[src/rtl/fifo_rd_status_if.sv]
// Read-side bus of the dual-clock FIFO status block: read request, synchronized
// write pointer, threshold programming, and the registered status returned.
interface fifo_rd_status_if #(
  parameter int DEPTH = 8
);
  localparam int AW = $clog2(DEPTH);

  logic          rd_en;
  logic [AW:0]   wptr_gray_sync;
  logic          ae_thresh_we;
  logic [AW:0]   ae_thresh_in;
  logic          underflow_clr;
  logic [AW-1:0] raddr;
  logic [AW:0]   rptr_gray;
  logic          rd_valid;
  logic          empty;
  logic          almost_empty;
  logic [AW:0]   rd_count;
  logic          underflow;

  modport master (
    output rd_en, wptr_gray_sync, ae_thresh_we, ae_thresh_in, underflow_clr,
    input  raddr, rptr_gray, rd_valid, empty, almost_empty, rd_count, underflow
  );

  modport slave (
    input  rd_en, wptr_gray_sync, ae_thresh_we, ae_thresh_in, underflow_clr,
    output raddr, rptr_gray, rd_valid, empty, almost_empty, rd_count, underflow
  );
endinterface

[src/rtl/fifo_rd_status.sv]
// Read-domain pointer owner for the dual-clock FIFO: RAM read address, Gray pointer
// export, and registered empty / almost-empty / count / valid / underflow status.
module fifo_rd_status #(
  parameter int DEPTH    = 8,
  parameter int AE_RESET = 1
) (
  input  logic              clock,
  input  logic              reset,
  fifo_rd_status_if.slave   bus
);
  localparam int AW = $clog2(DEPTH);

  logic [AW:0]   rptr_bin;
  logic [AW:0]   rptr_gray_q;
  logic [AW-1:0] raddr_q;
  logic          rd_valid_q;
  logic          empty_q;
  logic          almost_empty_q;
  logic [AW:0]   rd_count_q;
  logic          underflow_q;
  logic [AW:0]   ae_thresh;

  logic          rd_fire;
  logic [AW:0]   rptr_next;
  logic [AW:0]   rptr_next_gray;
  logic [AW:0]   wbin;
  logic [AW:0]   count_next;

  // Gating on the registered empty keeps rd_fire free of the synchronizer path.
  assign rd_fire        = bus.rd_en & ~empty_q;
  assign rptr_next      = rptr_bin + {{AW{1'b0}}, rd_fire};
  assign rptr_next_gray = rptr_next ^ (rptr_next >> 1);
  assign count_next     = wbin - rptr_next;

  always_comb begin
    wbin = '0;
    for (int i = 0; i <= AW; i++) begin
      wbin[i] = ^(bus.wptr_gray_sync >> i);
    end
  end

  always_ff @(posedge clock) begin
    if (reset) begin
      rptr_bin       <= '0;
      rptr_gray_q    <= '0;
      raddr_q        <= '0;
      rd_valid_q     <= 1'b0;
      empty_q        <= 1'b1;
      almost_empty_q <= 1'b1;
      rd_count_q     <= '0;
      underflow_q    <= 1'b0;
      ae_thresh      <= (AW+1)'(AE_RESET);
    end else begin
      rptr_bin       <= rptr_next;
      rptr_gray_q    <= rptr_next_gray;
      raddr_q        <= rptr_next[AW-1:0];
      rd_valid_q     <= rd_fire;
      empty_q        <= (rptr_next_gray == bus.wptr_gray_sync);
      almost_empty_q <= (count_next <= ae_thresh);
      rd_count_q     <= count_next;
      if (bus.ae_thresh_we) begin
        ae_thresh <= bus.ae_thresh_in;
      end
      // A new underflow outranks a simultaneous clear so no event is lost.
      if (bus.rd_en && empty_q) begin
        underflow_q <= 1'b1;
      end else if (bus.underflow_clr) begin
        underflow_q <= 1'b0;
      end
    end
  end

  assign bus.raddr        = raddr_q;
  assign bus.rptr_gray    = rptr_gray_q;
  assign bus.rd_valid     = rd_valid_q;
  assign bus.empty        = empty_q;
  assign bus.almost_empty = almost_empty_q;
  assign bus.rd_count     = rd_count_q;
  assign bus.underflow    = underflow_q;
endmodule

[src/flat_wrapper.sv]
// flat-port wrapper written by rule: the top's interface ports become plain ports
module fifo_rd_status_flat 
#(
  parameter int DEPTH    = 8,
  parameter int AE_RESET = 1
)
  (clock, reset, bus_rd_en, bus_wptr_gray_sync, bus_ae_thresh_we, bus_ae_thresh_in, bus_underflow_clr, bus_raddr, bus_rptr_gray, bus_rd_valid, bus_empty, bus_almost_empty, bus_rd_count, bus_underflow);
  fifo_rd_status_if #(.DEPTH(DEPTH)) bus_i ();
  input  logic clock;
  input  logic reset;
  input wire logic [$bits(bus_i.rd_en)-1:0] bus_rd_en;
  input wire logic [$bits(bus_i.wptr_gray_sync)-1:0] bus_wptr_gray_sync;
  input wire logic [$bits(bus_i.ae_thresh_we)-1:0] bus_ae_thresh_we;
  input wire logic [$bits(bus_i.ae_thresh_in)-1:0] bus_ae_thresh_in;
  input wire logic [$bits(bus_i.underflow_clr)-1:0] bus_underflow_clr;
  output wire logic [$bits(bus_i.raddr)-1:0] bus_raddr;
  output wire logic [$bits(bus_i.rptr_gray)-1:0] bus_rptr_gray;
  output wire logic [$bits(bus_i.rd_valid)-1:0] bus_rd_valid;
  output wire logic [$bits(bus_i.empty)-1:0] bus_empty;
  output wire logic [$bits(bus_i.almost_empty)-1:0] bus_almost_empty;
  output wire logic [$bits(bus_i.rd_count)-1:0] bus_rd_count;
  output wire logic [$bits(bus_i.underflow)-1:0] bus_underflow;
  assign bus_i.rd_en = bus_rd_en;
  assign bus_i.wptr_gray_sync = bus_wptr_gray_sync;
  assign bus_i.ae_thresh_we = bus_ae_thresh_we;
  assign bus_i.ae_thresh_in = bus_ae_thresh_in;
  assign bus_i.underflow_clr = bus_underflow_clr;
  assign bus_raddr = bus_i.raddr;
  assign bus_rptr_gray = bus_i.rptr_gray;
  assign bus_rd_valid = bus_i.rd_valid;
  assign bus_empty = bus_i.empty;
  assign bus_almost_empty = bus_i.almost_empty;
  assign bus_rd_count = bus_i.rd_count;
  assign bus_underflow = bus_i.underflow;
  fifo_rd_status #(.DEPTH(DEPTH), .AE_RESET(AE_RESET)) u_core (.clock(clock), .reset(reset), .bus(bus_i));
endmodule
[config.mk]
export PLATFORM = sky130hd
export DESIGN_NAME = fifo_rd_status_flat
export DESIGN_NICKNAME = d
export VERILOG_FILES = /design/src/rtl/fifo_rd_status_if.sv /design/src/rtl/fifo_rd_status.sv /design/src/flat_wrapper.sv
export SDC_FILE = /design/constraint.sdc
export NUM_CORES = 1
export LEC_CHECK = 0
export BUFFER_PORTS_ARGS = -buffer_cell sky130_fd_sc_hd__buf_4
export CAP_MARGIN = 20
export CORE_MARGIN = 3
export CORE_UTILIZATION = 39
export DETAILED_ROUTE_END_ITERATION = 8
export PLACE_DENSITY = 0.59
export SYNTH_ARGS = -nofsm -noshare
export SYNTH_HDL_FRONTEND = slang
export SYNTH_SLANG_ARGS = --single-unit
export TNS_END_PERCENT = 1
[constraint.sdc]
create_clock -name clock -period 5.5 [get_ports clock]
set_input_delay 0.55 -clock clock [delete_from_list [all_inputs] [get_ports clock]]
set_output_delay 0.55 -clock clock [all_outputs]
set_load 0.01 [all_outputs]
Yosys cells after proc, flatten, opt, wreduce, memory -nomap -nowiden

Index checks and enable logic that the tools add are counted.

$add $sub $neg: 2
Multipliers: 0
Divide/modulo/power cells: 0
Order comparisons: 1
Equal/unequal tests: 1
Shift operators: 0
Multiplexer cells: 2
Bitwise operators: 3
Reductions and logical operators: 6

Operator list:

| cell              | number |
|---|---|
| $reduce_xor 4->1  | 4 |
| $add 4x1->4       | 1 |
| $eq 4x4->1        | 1 |
| $le 4x4->1        | 1 |
| $sub 4x4->4       | 1 |
| $xor 4x3->4       | 1 |
| $mux 1            | 2 |
| $reduce_bool 2->1 | 1 |
| $and 1x1->1       | 1 |
| $logic_and 1x1->1 | 1 |
| $not 1->1         | 1 |

Flip-flop bits (word level): 23
Latch bits: 0
Bits in writable memories: 0
Memory bits (read-only): 0
Output and inout port bits: 15
Logic and storage cells: 24
Memories kept: 0

Logic depth before layout (Yosys ltp)

Word-level depth: 5
Depth in mapped cells: 12

Worst setup path before layout

OpenSTA, ideal clock, no wires.

Path kind: input-to-reg
Start: in bus_rd_en
End: reg u_core.almost_empty_q (netlist: u_core.bus.almost_empty)
Arrival time: 2.650 ns
Setup slack: 2.724 ns
Stages on the path: 12
Path through: nor2b_1 ha_1 ha_1 inv_1 ha_1 nor2b_1 o21ai_0 a21o_1 nand2_1 ha_1 a41oi_1 o21ai_0

Longest elaborated chain between the ends: 4

Ends and longest elaborated chain:

| what                           | RTL line             | text |
|---|---|---|
| start: declaration             | flat_wrapper.sv:11   | `input wire logic [$bits(bus_i.rd_en)-1:0] bus_rd_en;` |
| $and 1x1->1                    | fifo_rd_status.sv:30 | `assign rd_fire = bus.rd_en & ~empty_q;` |
| $add 4x1->4                    | fifo_rd_status.sv:31 | `assign rptr_next = rptr_bin + {{AW{1'b0}}, rd_fire};` |
| named net u_core.rptr_next[1]  | fifo_rd_status.sv:24 | `logic [AW:0] rptr_next;` |
| $sub 4x4->4                    | fifo_rd_status.sv:33 | `assign count_next = wbin - rptr_next;` |
| named net u_core.count_next[3] | fifo_rd_status.sv:27 | `logic [AW:0] count_next;` |
| $le 4x4->1                     | fifo_rd_status.sv:59 | `almost_empty_q <= (count_next <= ae_thresh);` |
| end signal: assignment         | fifo_rd_status.sv:59 |  |
| end: declaration               | fifo_rd_status.sv:18 | `logic almost_empty_q;` |

The timed path passes the listed nets, and every way through them passes these cells.
A chain may end at the register's enable or synchronous reset.

Worst setup path after layout

Start: in bus_rd_en
End: reg u_core.almost_empty_q (netlist: u_core.bus.almost_empty)

Longest elaborated chain between the ends: 4

Ends and longest elaborated chain:

| what                           | RTL line             | text |
|---|---|---|
| $and 1x1->1                    | fifo_rd_status.sv:30 |  |
| named net u_core.rd_fire       | fifo_rd_status.sv:23 | `logic rd_fire;` |
| $add 4x1->4                    | fifo_rd_status.sv:31 |  |
| named net u_core.rptr_next[1]  | fifo_rd_status.sv:24 |  |
| $sub 4x4->4                    | fifo_rd_status.sv:33 |  |
| named net u_core.count_next[3] | fifo_rd_status.sv:27 |  |
| $le 4x4->1                     | fifo_rd_status.sv:59 |  |

The timed path passes the listed nets, and every way through them passes these cells.

==> results.yml <==
power_and_ir_drop:
  vdd_drop_max_mv: 0.1374
  p_per_area_mw_per_mm2: 268.2
  p_int_uw: 229.1
  power_frac_clock_pct: 21.9
  p_sw_share_pct: 28.15
  seqPwrFrac_pct: 48.2
  p_comb_share_pct: 29.8
  power_leakage_nw: 0.5482
  switchingPower_uw: 89.76
synthesis:
  synthCells: 96
  netlist_top_cells_area: "dfxtp_1 (41%), ha_1 (12%), xnor2_1 (9.4%), nor2b_1 (5.3%), nor2_1 (4.8%)"
  syn_avg_cell_area_sq_um: 9.749
  syn-num-nets: 119
  yosysTopAreaCell: "dfxtp_1"
  netlist_area_sq_um: 935.9
  yosysUniqueCellTypes: 25
  synth_warnings: 0
  synth_edf_count: 0
  synth_top_area_share_pct: 40.64
  seq_area_frac_synth_pct: 40.64
  synth_seq_cells: 19
  synth-async-reset-ratio_pct: 0
  synthFlopType: "dfxtp_1"
final_layout:
  drive_above_1_share_pct: 25.81
  layout_commonest_cell: "buf_4"
  syn_to_final_growth_pct: 27.01
  fill_cells: 225
  diodes: 0
  mostFrequentLayoutCells: "buf_4 (27), dfxtp_1 (19), nor2_1 (12), xnor2_1 (10), ha_1 (9)"
  fin_nets: 148
sta:
  worstMarginPinSlew_ns: 0.3466
  slew_violations: 0
  clock.fmax_mhz: 349.7
  relSlewSlack_pct: 76.73
  setup_viol: 0
  setup-tns-final_ns: 0
  rsz0062_at_grt: "no"
  timing.hold.ws_ns: 0.4613
  period_share_pct: 52.00
  finClkSkew_ns: 0.005161
  min_period_ns: 2.860
  finalHoldViolations: 0
route:
  ant_nets: 0
  dr.pass1.iters: 4
  wl_um: 1666
  vias: 696
  drc: 0
  viasPerCell: 4.579
  dr.first_iter.drc_count: 8
  wl_per_cell_um: 10.96
global_routing:
  antenna_found_initial: 0
  grtUsageTotal_pct: 12.86
  grt_max_degree: 20
  grt_pass1_vias: 615
  overflow: 0
  grt_first_pass_wirelength_um: 2663
floorplanning:
  core_sq_mm: 0.002255
  io_pins: 28
  initial_core_util_pct: 41.51
  die-width_um: 54.99
  rows: 17
  die_h_um: 54.99
  design.die.area_sq_mm: 0.003023
clock_tree:
  cts_sinks: 19
  clockBufferDepth: 2
  cts_inserted_buffers: 3
  cts_hold_buffers: 0
  cts-root-buf: "clkbuf_4"
  clk_latency_ns: 0.29
  cts_tree: "built"
  path_clk_slew_ns: 0.10
  cts_setup_buffers: 0
  cts-resized-gates: 0
  h-tree-depth: 1
placed_design:
  dp_hpwl_um: 1335
  gp_congestion: 0.6802
  port-buffer-count: 27
setup_path:
  cp.arrival_ns: 3.04
  rr_worst_depth: 12
  cp-start-kind: "primary input"
  r2r_start: "u_core.bus.empty"
  worst-setup-path-type: "primary input to register"
  r2r_end: "u_core.bus.almost_empty"
  r2r_slack_ns: 2.71
  worst-path-max-fanout: 5
  critPathRequiredTime_ns: 5.68
  end_kind: "register"
run:
  cap_violations: 0
worst_hold_path:
  hold_depth: 2
  hold_path_class: "primary input to register"
  min-delay-start: "bus_ae_thresh_in[0]"
  holdPathEnd: "u_core.ae_thresh[0]"
run_status:
  outcome: "complete, no violations"
[worst max-delay path: stages]
cell and delay (ns):
buf_4 0.11, nor2b_1 0.13, ha_1 0.22, ha_1 0.40
inv_1 0.14, ha_1 0.30, nor2b_1 0.12, o21ai_0 0.22
a21o_1 0.17, nand2_1 0.06, ha_1 0.30, a41oi_1 0.20
o21ai_0 0.11
[per-stage QoR]
step	worst slack (ns)	utilization [%]	instance area, sq um	power [mW]	std cells
global route	2.416	52.72	1189	0.3427	152
global placement	2.345	51.55	1162	0.2520	148
CTS	2.670	52.72	1189	0.3257	152
detailed placement	2.366	51.55	1162	0.2538	148
finish	2.640	52.72	1189	0.3188	152
floorplan	2.724	-	935.9	0.2188	96
[cells in the mapped netlist, drive strengths merged, types with 2 or more instances]
cell	number
xnor2	10
xor2	4
nor2	12
o21ai	2
ha	9
a21oi	2
clkbuf	3
mux2i	3
nand3	2
dfxtp	19
inv	8
nand2	2
nor2b	8
o21a	2
[final cells by class]
type                            count  area (sq um)  area share [%]
Inverter                            8         30.03           2.526
Tap cell                           28         35.03           2.947
Sequential cell                    19         380.4           32.00
Multi-Input combinational cell     66         514.2           43.26
Clock buffer                        4         26.28           2.211
Timing Repair Buffer               27         202.7           17.05
[worst max path at each step]
stage,slack [ns],to,start
after floorplan,2.72,u_core.bus.almost_empty,bus_rd_en
after CTS,2.67,u_core.bus.almost_empty,bus_rd_en
after detailed placement,2.37,u_core.bus.almost_empty,bus_rd_en
after global placement,2.35,u_core.bus.almost_empty,bus_rd_en
final,2.64,u_core.bus.almost_empty,bus_rd_en
after global routing,2.42,u_core.bus.almost_empty,bus_rd_en
[sequential cells by signal, summed over array words and instances (netlist names)]
register and count:
u_core.ae_thresh 4, u_core.bus.almost_empty 1, u_core.bus.underflow 1, u_core.bus.empty 1
u_core.bus.raddr 2, u_core.bus.rd_valid 1, u_core.bus.rptr_gray 4, u_core.rptr_bin 1
u_core.bus.rd_count 4
[layer usage]
| metal | share of wire [%] | routed length (um) | up-vias | global-route usage [%] |
|---|---|---|---|---|
| met5 | 0 | 0 | - | 0 |
| met4 | 2.9 | 48 | 0 | 9.717 |
| met3 | 6.2 | 103 | 4 | 2.413 |
| li1 | - | - | 365 | - |
| met2 | 43 | 720 | 19 | 19.49 |
| met1 | 48 | 794 | 308 | 16.01 |
[power groups by stage]
stage | logic (mW) | clock network [mW] | registers [mW]
CTS | 0.0973 | 0.0744 | 0.154
finish | 0.0951 | 0.0699 | 0.154
global placement | 0.0951 | 0 | 0.157
global route | 0.110 | 0.0782 | 0.155
floorplan | 0.0566 | 0 | 0.162
detailed placement | 0.0965 | 0 | 0.157
[logic make-up after synthesis]
group / synth area share [%]
compound gates: 8.156
xor+xnor: 13.90
fa+ha+maj: 14.17
buf+inv: 4.412
flops: 40.64
mux: 4.812
simple gates: 13.90
Note: power is estimated with default switching activity, not from simulation.
